File: src/rtl/e1_tx_hdb3_if.sv
// ---------------------------------------------------------------------------
// e1_tx_hdb3_if
// Bus between the E1 TX framer side and the HDB3/AMI line coder.
//   in_bit     framer NRZ data bit (1 = mark)
//   in_valid   single-cycle bit strobe from the framer
//   ctrl_hdb3  1 = HDB3 substitution, 0 = plain AMI
//   out_pos    positive mark pulse towards the TX PHY
//   out_neg    negative mark pulse towards the TX PHY
//   out_valid  one-cycle strobe: a new line symbol starts this cycle
//   stat_viol  one-cycle pulse: the symbol starting now is a V
// master: framer / stimulus side.  slave: the line coder.
// ---------------------------------------------------------------------------
interface e1_tx_hdb3_if;
  logic in_bit;
  logic in_valid;
  logic ctrl_hdb3;
  logic out_pos;
  logic out_neg;
  logic out_valid;
  logic stat_viol;

  modport master (
    output in_bit, in_valid, ctrl_hdb3,
    input  out_pos, out_neg, out_valid, stat_viol
  );

  modport slave (
    input  in_bit, in_valid, ctrl_hdb3,
    output out_pos, out_neg, out_valid, stat_viol
  );
endinterface

File: src/rtl/e1_tx_pulse.sv
// ---------------------------------------------------------------------------
// e1_tx_pulse
// Per-symbol pulse shaper. On start, drives out_pos (pol = 0) or out_neg
// (pol = 1) high for PULSE_W cycles when mark is set; a space leaves both
// low. A new start during an active pulse replaces it with no gap.
//   clk, rst   clock, asynchronous active-high reset
//   start      begin a new symbol this cycle
//   pol        polarity of the symbol (1 = negative)
//   mark       symbol is a mark (otherwise space)
//   out_pos    positive mark pulse
//   out_neg    negative mark pulse
// ---------------------------------------------------------------------------
module e1_tx_pulse #(
  parameter int PULSE_W = 8,
  parameter int PW_BITS = 4
) (
  input  logic clk,
  input  logic rst,
  input  logic start,
  input  logic pol,
  input  logic mark,
  output logic out_pos,
  output logic out_neg
);
  logic               pos_reg;
  logic               neg_reg;
  logic [PW_BITS-1:0] cnt_reg;

  // cnt_reg holds the number of further cycles the pulse stays high after
  // the current one, so loading PULSE_W-1 yields exactly PULSE_W high cycles.
  always_ff @(posedge clk or posedge rst) begin
    if (rst) begin
      pos_reg <= 1'b0;
      neg_reg <= 1'b0;
      cnt_reg <= '0;
    end else if (start) begin
      pos_reg <= mark & ~pol;
      neg_reg <= mark & pol;
      cnt_reg <= PW_BITS'(PULSE_W - 1);
    end else if (cnt_reg != '0) begin
      cnt_reg <= cnt_reg - 1'b1;
    end else begin
      pos_reg <= 1'b0;
      neg_reg <= 1'b0;
    end
  end

  assign out_pos = pos_reg;
  assign out_neg = neg_reg;
endmodule

File: src/rtl/e1_tx_hdb3.sv
// ---------------------------------------------------------------------------
// e1_tx_hdb3
// E1 transmit line coder: takes the framer's NRZ bit stream and produces
// bipolar HDB3 (or AMI) mark pulses for the TX PHY. A 4-symbol look-ahead
// pipeline lets a B pulse be inserted in front of a four-zero run.
//   clk, rst   clock, asynchronous active-high reset
//   bus        e1_tx_hdb3_if.slave: in_bit/in_valid/ctrl_hdb3 in,
//              out_pos/out_neg/out_valid/stat_viol out
// Latency: the bit of strobe n leaves the pipeline on strobe n+4; the line
// pulse starts one clk after that strobe.
// ---------------------------------------------------------------------------
module e1_tx_hdb3 #(
  parameter int PULSE_W = 8,
  parameter int PW_BITS = 4
) (
  input  logic         clk,
  input  logic         rst,
  e1_tx_hdb3_if.slave  bus
);
  // Symbol = {mark, is_v}
  localparam int         MARK    = 1;
  localparam int         IS_V    = 0;
  localparam logic [1:0] SYM_B   = 2'b10;
  localparam logic [1:0] SYM_V   = 2'b11;

  logic [3:0][1:0] pipe_reg, pipe_next;   // [0] newest, [3] oldest
  logic [1:0]      zcnt_reg, zcnt_next;
  logic            parity_reg, parity_next;
  logic            last_neg_reg, last_neg_next;
  logic            valid_reg;
  logic            viol_reg;

  logic out_mark;
  logic out_v;
  logic out_pol;

  assign out_mark = pipe_reg[3][MARK];
  assign out_v    = pipe_reg[3][IS_V];
  // A V repeats the previous mark polarity; any other mark (B included)
  // alternates.
  assign out_pol  = out_v ? last_neg_reg : ~last_neg_reg;

  always_comb begin
    pipe_next     = pipe_reg;
    zcnt_next     = zcnt_reg;
    parity_next   = parity_reg;
    last_neg_next = last_neg_reg;
    if (bus.in_valid) begin
      pipe_next[3] = pipe_reg[2];
      pipe_next[2] = pipe_reg[1];
      pipe_next[1] = pipe_reg[0];
      pipe_next[0] = {bus.in_bit, 1'b0};
      if (out_mark)
        last_neg_next = out_pol;

      if (bus.in_bit) begin
        zcnt_next   = 2'd0;
        parity_next = ~parity_reg;
      end else if (!bus.ctrl_hdb3) begin
        zcnt_next = 2'd0;
      end else if (zcnt_reg != 2'd3) begin
        zcnt_next = zcnt_reg + 2'd1;
      end else begin
        // Fourth zero: stages 0..2 hold the three earlier zeros, so after
        // the shift the run occupies new stages 3..0. Even mark count since
        // the last V needs a B at the head of the run to keep V alternating.
        pipe_next[0] = SYM_V;
        if (!parity_reg)
          pipe_next[3] = SYM_B;
        zcnt_next   = 2'd0;
        parity_next = 1'b0;
      end
    end
  end

  always_ff @(posedge clk or posedge rst) begin
    if (rst) begin
      pipe_reg     <= '0;
      zcnt_reg     <= 2'd0;
      parity_reg   <= 1'b0;
      last_neg_reg <= 1'b1;   // first mark after reset goes positive
      valid_reg    <= 1'b0;
      viol_reg     <= 1'b0;
    end else begin
      pipe_reg     <= pipe_next;
      zcnt_reg     <= zcnt_next;
      parity_reg   <= parity_next;
      last_neg_reg <= last_neg_next;
      valid_reg    <= bus.in_valid;
      viol_reg     <= bus.in_valid & out_v;
    end
  end

  assign bus.out_valid = valid_reg;
  assign bus.stat_viol = viol_reg;

  e1_tx_pulse #(
    .PULSE_W (PULSE_W),
    .PW_BITS (PW_BITS)
  ) u_pulse (
    .clk     (clk),
    .rst     (rst),
    .start   (bus.in_valid),
    .pol     (out_pol),
    .mark    (out_mark),
    .out_pos (bus.out_pos),
    .out_neg (bus.out_neg)
  );
endmodule
File: src/flat_wrapper.sv
// flat-port wrapper written by rule: the top's interface ports become plain ports
module e1_tx_hdb3_flat 
#(
  parameter int PULSE_W = 8,
  parameter int PW_BITS = 4
)
  (clk, rst, bus_in_bit, bus_in_valid, bus_ctrl_hdb3, bus_out_pos, bus_out_neg, bus_out_valid, bus_stat_viol);
  e1_tx_hdb3_if bus_i ();
  input  logic clk;
  input  logic rst;
  input wire logic [$bits(bus_i.in_bit)-1:0] bus_in_bit;
  input wire logic [$bits(bus_i.in_valid)-1:0] bus_in_valid;
  input wire logic [$bits(bus_i.ctrl_hdb3)-1:0] bus_ctrl_hdb3;
  output wire logic [$bits(bus_i.out_pos)-1:0] bus_out_pos;
  output wire logic [$bits(bus_i.out_neg)-1:0] bus_out_neg;
  output wire logic [$bits(bus_i.out_valid)-1:0] bus_out_valid;
  output wire logic [$bits(bus_i.stat_viol)-1:0] bus_stat_viol;
  assign bus_i.in_bit = bus_in_bit;
  assign bus_i.in_valid = bus_in_valid;
  assign bus_i.ctrl_hdb3 = bus_ctrl_hdb3;
  assign bus_out_pos = bus_i.out_pos;
  assign bus_out_neg = bus_i.out_neg;
  assign bus_out_valid = bus_i.out_valid;
  assign bus_stat_viol = bus_i.stat_viol;
  e1_tx_hdb3 #(.PULSE_W(PULSE_W), .PW_BITS(PW_BITS)) u_core (.clk(clk), .rst(rst), .bus(bus_i));
endmodule
File: config.mk
export PLATFORM = sky130hd
export DESIGN_NAME = e1_tx_hdb3_flat
export DESIGN_NICKNAME = d
export VERILOG_FILES = /design/src/rtl/e1_tx_hdb3_if.sv /design/src/rtl/e1_tx_pulse.sv /design/src/rtl/e1_tx_hdb3.sv /design/src/flat_wrapper.sv
export SDC_FILE = /design/constraint.sdc
export NUM_CORES = 1
export LEC_CHECK = 0
export ABC_AREA = 1
export ABC_CLOCK_PERIOD_IN_PS = 2420
export CAP_MARGIN = 20
export CORE_MARGIN = 4
export CORE_UTILIZATION = 45
export DETAILED_ROUTE_END_ITERATION = 8
export PLACE_DENSITY = 0.71
export SYNTH_ARGS = -nofsm -noshare
export SYNTH_HDL_FRONTEND = slang
export SYNTH_SLANG_ARGS = --single-unit
File: constraint.sdc
create_clock -name clk -period 2.42 [get_ports clk]
set_input_delay 0.484 -clock clk [delete_from_list [all_inputs] [get_ports clk]]
set_output_delay 0.484 -clock clk [all_outputs]
set_load 0.05 [all_outputs]
* Word-level counts from Yosys, hierarchy flattened *
Index checks and enable logic that the tools add are counted.
W data, S select, Z words.

cells by class
  reduce and logical (&&, ||, !) cells = 5
  equality and inequality tests = 3
  bitwise operators = 6
  $add $sub $neg = 2
  multiplexer cells = 19

operators with widths
  kind                   number
  $mux W2                10
  $mux W4                2
  $mux W1                7
  $ne A2 B2 Y1 const B   3
  $reduce_bool A2 Y1     2
  $reduce_bool A4 Y1     1
  $sub A4 B1 Y4 const B  1
  $and A1 B1 Y1          3
  $not A1 Y1             3
  $reduce_and A3 Y1      1
  $add A2 B1 Y2 const B  1
  $reduce_and A2 Y1      1

word-level totals
  input port bits = 5
  logic and storage cells = 47
  output and inout bits = 4
  bits in registers = 20

* Logic depth before layout (Yosys ltp) *
  word-level depth = 5
  depth in mapped cells = 7
  gate-level depth less buffers = 7

* Hierarchy *
Synthesis repeated with hierarchy kept, for this count alone.

second synthesis, totals
  cells, all modules = 108
  area, all modules = 935.9 sq um

modules (own cells, without submodules)
  module       sequential area each (sq um)  instances  cells an instance  area each (sq um)
  e1_tx_hdb3   351.6                         1          68                 623.1
  e1_tx_pulse  150.1                         1          40                 312.8

* Worst setup path before layout *
Ideal clock, no wire load.

  path type = flip-flop to flip-flop
  from = reg u_core.u_pulse.cnt_reg[0]
  to = reg u_core.u_pulse.neg_reg, in the netlist u_core.u_pulse.out_neg
  path buffers = 0
  arrival = 982 ps
  stages on the path, launching flop included = 8
  path slack = 1318 ps
  period minus slack after synthesis = 1102 ps
  cell sequence = dfrtp_1 > inv_1 > ha_1 > inv_1 > nor2_2 > nand2_1 > nand3_1 > nand2_1

between the ends
  cells in the longest elaborated chain, start to end = 2

RTL lines
  item                    line               source
  start, declared         e1_tx_pulse.sv:27  logic [PW_BITS-1:0] cnt_reg;
  start signal, assigned  e1_tx_pulse.sv:39  cnt_reg <= PW_BITS'(PULSE_W - 1);
  start signal, assigned  e1_tx_pulse.sv:41  cnt_reg <= cnt_reg - 1'b1;
  $reduce_bool A4 Y1      e1_tx_pulse.sv:40  end else if (cnt_reg != '0) begin
  $ne A2 B2 Y1 (no line)  -
  end signal, assigned    e1_tx_pulse.sv:38  neg_reg <= mark & pol;
  end, declared           e1_tx_pulse.sv:26  logic neg_reg;

Every way passes these cells.
A chain may end at the register's enable or synchronous reset.

* Final worst setup path *
  from = reg u_core.u_pulse.neg_reg, in the netlist u_core.u_pulse.out_neg
  to = out bus_out_neg

RTL lines
  item           line                source
  end, declared  flat_wrapper.sv:15  output wire logic [$bits(bus_i.out_neg)-1:0] bus_out_neg;

No word-level cell between the ends.

==> summary.md <==
| Metric | Value |
|---|---|
| XOR/XNOR Fraction of Synth Area | `roughly 1.9%` |
| Starting Density | `between 40% and 50%` |
| WP buf/inv | `1` |
| Synthesized cell area | `just over 900 um2` |
| Crit path required time | `1940 ps` |
| Stages on the worst setup path | `1` |
| Max reg flops | `6` |
| Critical Path Start Type | `register` |
| Initial antenna violation count | `0` |
| Syn avg cell area | `approximately 8.4 um2` |
| Post-CTS setup buffer count | `0` |
| Max IR drop VDD | `0.3407 mV` |
| DRT Wirelength | `around 1600 um` |
| Total DRC errors in the routed layout | `0` |
| Leakage | `around 0.58 nW` |
| Reg-to-Reg End | `u_core.u_pulse.cnt_reg[1]` |
| Max-slew headroom | `approximately half` |
| Worst setup EP type | `output port` |
| Run status | `finished clean` |
| Post-CTS sizing | `0` |
| Hpwl dp | `approximately 1200 um` |
| Routed length per placed instance | `~11 um` |
| Flop-to-flop setup slack | `between 1000 and 1500 ps` |
| CP max stage cell | `clkdlybuf4s50_1` |
| Worst endpoint data arrival time | `roughly 1500 ps` |
| Rows | `16` |
| Max Freq | `roughly 510 MHz` |
| Cts hold-fix bufs | `0` |
| Cell count after synthesis | `approximately 110` |
| Post-route ant nets | `0` |
| Area share of the largest cell type after synthesis | `51.01%` |
| Core area | `0.001962 mm2` |
| Number of max-cap violations | `0` |
| Simple-Gate Fraction of Synth Area | `about 29%` |
| Top cell family by delay on the critical path | `buffers and inverters` |
| TritonCTS buffer count | `3` |
| Crit path from | `u_core.u_pulse.out_neg` |
| Asr flop ratio synth | `100.0%` |
| Final Wtd Congestion | `around 0.67` |
| Yosys reg bits | `20` |
| Drt via density | `4.743` |
| Port Buffer Count | `8` |
| PwrDens | `approximately 740 mW/mm2` |
| Commonest cells in the netlist | `47 x nand2_1, 19 x dfrtp_1, 13 x inv_1, 6 x nand3_1, 6 x nor2_1` |
| Final hold vios | `0` |
| Setup TNS | `0 ps` |
| Fin. max-slew vios | `0` |
| Gr ovfl total | `0` |
| Clock root buffer | `clkbuf_4` |
| Final Skew | `approximately 5.6 ps` |
| Die Y | `~54 um` |
| Initial DRC Count | `20` |
| Reg2reg start | `u_core.u_pulse.cnt_reg[0]` |
| Mux cell area share after synthesis | `0%` |
| Least-Margin Pin Slew | `between 700 and 800 ps` |
| First-pass GRT wire length | `2642 um` |
| Sequential area share after synthesis | `53.83%` |
| RSZ-0062 raised after global routing | `false` |
| Syn Nets | `approximately 120` |
| Critical path class | `register to output port` |
| Antenna diode count | `0` |
| Nets | `130` |
| Critical Path End | `bus_out_neg` |
| Yosys warnings | `0` |
| Hold Crit Class | `register to register` |
| Worst path cell trace | `clkdlybuf4s50_1` |
| Chip Width | `between 50 and 60 um` |
| Total iterations of the first detailed-routing run | `4` |
| Compound-cell area share of the yosys netlist | `3.490%` |
| Worst path max stage delay | `~800 ps` |
| Main combinational cell family by area after synthesis | `simple AND/OR/NAND/NOR gates` |
| Peak fanout along the critical path | `2` |
| CTS HTree Levels | `1` |
| Vias in the first global route | `roughly 650` |
| Layout cells sized above 1 | `~8.3%` |
| FF-to-FF path depth | `7` |
| Post-synth EDFFs | `0` |
| Ranking of synthesized cells by area | `dfrtp_1 51%, nand2_1 19%, inv_1 5.2%` |
| Tot Pwr | `between 0.0007 and 0.0008 W` |
| Ys flop type | `dfrtp_1` |
| CTS tree | `yes` |
| Bufs on Longest Clock Path | `2` |
| Full die area | `0.002863 mm2` |
| # IOs | `9` |
| DR vias | `approximately 700` |
| Post-synthesis adder-cell area fraction | `between 4 and 5%` |
| CTS sink cnt | `20` |
| P&R area growth vs syn | `15.70%` |
| Count leader, synth | `nand2_1` |
| Largest area contributor in the netlist | `dfrtp_1` |
| Total GRT Usage | `between 10% and 20%` |
| Clock latency on the worst-skew pair | `about 290 ps` |
| Clock Pin Slew Worst Setup and Hold Paths | `around 110 ps` |
| Setup violations, final | `0` |
| Min cycle time layout | `roughly 2000 ps` |
| Largest net degree at the start of global routing | `21` |
| Library cells used by synthesis | `19` |
| Period utilisation layout | `between 80% and 90%` |
==> per-layer routing <==
metal | track usage [%] | vias up | wire length [um]
li1 | - | 359 | -
met1 | 16.28 | 334 | 696
met2 | 21.22 | 9 | 806
met3 | 2.535 | 0 | 58
met4 | 6.383 | 0 | 0
met5 | 0 | - | 0
==> placed cells by master, fill, tap and decap left out, drive strengths merged, types with 2 or more instances in the layout <==
| master | Yosys | routed |
|---|---|---|
| a21oi | 2 | 2 |
| clkbuf | 0 | 3 |
| clkdlybuf4s50 | 0 | 8 |
| dfrtp | 19 | 19 |
| ha | 3 | 3 |
| inv | 13 | 13 |
| nand2 | 48 | 48 |
| nand3 | 6 | 6 |
| nand4 | 2 | 2 |
| nor2 | 8 | 8 |
| o21ai | 2 | 2 |
==> metrics by stage <==
| step | utilization, % | instance area, um2 | cells | hold slack [ps] | setup slack, ps |
|---|---|---|---|---|---|
| detailed placement | 52.30 | 1026 | 144 | 458.3 | 605.1 |
| floorplan | - | 932.1 | 111 | 442.2 | 1318 |
| finish | 54.97 | 1079 | 148 | 480.7 | 461.6 |
| global placement | 52.30 | 1026 | 144 | 456.5 | 689.4 |
| CTS | 54.97 | 1079 | 148 | 482.2 | 433.5 |
| global route | 54.97 | 1079 | 148 | 517.5 | 400.3 |
==> how the worst min path moves through the flow <==
stage | depth (start not counted) | endpoint | start
2_1_floorplan | 2 | u_core.pipe_reg[2] | u_core.pipe_reg[2]
3_3_place_gp | 2 | u_core.pipe_reg[4] | u_core.pipe_reg[2]
3_5_place_dp | 2 | u_core.pipe_reg[2] | u_core.pipe_reg[2]
4_1_cts | 2 | u_core.pipe_reg[5] | u_core.pipe_reg[3]
5_1_grt | 2 | u_core.pipe_reg[2] | u_core.pipe_reg[2]
6_report | 2 | u_core.pipe_reg[5] | u_core.pipe_reg[3]
==> power breakdown <==
group	internal, W	switching (W)	total, W
Combinational	0.0000494	0.0000822	0.000132
Sequential	0.000371	0.0000228	0.000394
Clock	0.000167	0.000100	0.000268
Total	0.000587	0.000205	0.000793
==> area by class of cell <==
type,count,area [um2]
inverter,13,48.80
sequential,20,501.7
timing repair buffer,9,87.58
clock inverter,1,30.03
multi-input combinational,75,354.1
tap,27,33.78
fill,203,883.3
clock buffer,3,22.52
==> kinds of logic (layout without fill, tap and decap cells) <==
family,Yosys count,in the layout
AO/OA/AOI/OAI,5,5
XOR/XNOR,2,2
adder cells (fa/ha/maj),3,3
buffers and inverters,16,26
flip-flops,20,20
AND/OR/NAND/NOR,65,65
Power figures use the tool's default switching activity.
==> RTL change (config.mk and constraints unchanged) <==
Set the localparam `IS_V` to 1 (it was 0).
--- a/src/rtl/e1_tx_hdb3.sv
+++ b/src/rtl/e1_tx_hdb3.sv
@@ -19,7 +19,7 @@
 );
   // Symbol = {mark, is_v}
   localparam int         MARK    = 1;
-  localparam int         IS_V    = 0;
+  localparam int         IS_V    = 1;
   localparam logic [1:0] SYM_B   = 2'b10;
   localparam logic [1:0] SYM_V   = 2'b11;
 
Function: changed (a bounded check fails within 10 cycles, from zero or initial values and one cycle with rst high).
==> RTL change against the unedited design <==
Routed wire length shrank 21%. Cell area is 18% lower. First-iteration DRC count down 40%. Highest routed layer is now met4. Setup slack improved by 0.031 ns. Power is 17% lower. Sequential cell count down 4. Synthesized area fell by 17%.
==> RTL change: results (changes against the unedited design) <==
[global_routing]
grt_pass1_vias=580  ; was 646
gr-usage-all-layers_pct=11.9  ; was 13.0%
grt_max_degree=17  ; was 21
grt_pass1_wl_um=2280  ; was 2640 um

[timing]
hold-worst-slack_ns=0.483  ; was 0.481 ns
finClkSkew_ns=0.00584  ; was 0.00559 ns
tightest_slew_ns=0.592  ; was 0.757 ns

[drt]
dr_wl_met3_um=39  ; was 58 um
vias=572  ; was 702
drt_iter0_drc=12  ; was 20
topRoutingLayerUsed=met4  ; was met3
wl_met1_um=629  ; was 696 um
drt-total-wl_um=1240  ; was 1560 um
wl_met2_um=563  ; was 806 um

[cells_and_area]
largest_reg_flops=4  ; was 6
stdcell_count=115  ; was 148
fillers=139  ; was 203
final_nets=110  ; was 130
insertedDiodeCount=0  ; unchanged
multi_input_area_um2=300  ; was 354 um2
drive_gt1_share_pct=9.09  ; was 8.26%

[run_status]
run_status=completed  ; unchanged

[logic_synthesis]
syn-num-nets=99  ; was 119
synth_area_leaders=dfrtp_1 (49%), nand2_1 (13%), ha_1 (8.1%)  ; was dfrtp_1 (51%), nand2_1 (19%), inv_1 (5.2%)
synth_seq_area_share_pct=52.2  ; was 53.8%
synth.distinct_cells=16  ; was 19
avgSynthCellArea_um2=8.65  ; was 8.40 um2

[setup_path]
r2r_slack_ns=1.17  ; was 1.15 ns
reg2reg_to=u_core.u_pulse.out_neg$_DFFE_PP0P_  ; was u_core.u_pulse.cnt_reg[1]$_DFFE_PP0P_
worstPathArrival_ns=1.44  ; was 1.47 ns
startpoint=u_core.u_pulse.out_pos$_DFFE_PP0P_  ; was u_core.u_pulse.out_neg$_DFFE_PP0P_

[power]
ir_drop_mv=0.484  ; was 0.341 mV
p_leak_uw=0.000447  ; was 0.000581 uW
p_switching_uw=201  ; was 205 uW

[min_path]
holdPathStages=1  ; was 2
hold_end=u_core.parity_reg$_DFFE_PP0P_  ; was u_core.pipe_reg[5]$_DFFE_PP0P_
min-delay-start=u_core.parity_reg$_DFFE_PP0P_  ; was u_core.pipe_reg[3]$_DFFE_PP0P_

[place]
dpl.hpwl_um=923  ; was 1150 um
port_buffers=8  ; unchanged
detailed_place.area_um2=847  ; was 1030 um2

==> RTL change: logic make-up (layout without fill, tap and decap cells) <==
kind of cell | count (synthesis) | in the layout | share of synthesized area [%]
AO/OA/AOI/OAI | 8 | 8 | 5.69
buffers and inverters | 14 | 24 | 8.78
AND/OR/NAND/NOR | 46 | 46 | 25.2
adder cells (fa/ha/maj) | 5 | 5 | 8.13
flip-flops | 16 | 16 | 52.2
==> RTL change: area by class of cell <==
cell class	instances	share of cell area, %
clock buffer	4	4.11
multi-input combinational	59	34.0
tap	16	2.27
inverter	12	5.10
timing repair buffer	8	9.07
sequential	16	45.5
==> RTL change: metal layers <==
metal / vias up / track usage, %
met4: 0 / 5.69
met3: 2 / 2.14
met1: 260 / 14.3
met2: 7 / 20.3
li1: 303 / -
met5: - / 0
==> RTL change: power by group through the flow <==
stage	Combinational [uW]	Clock [uW]	Sequential (uW)
floorplan	66.3	0	376
global placement	147	0	338
detailed placement	151	0	340
CTS	152	178	334
global route	167	193	339
finish	150	174	334
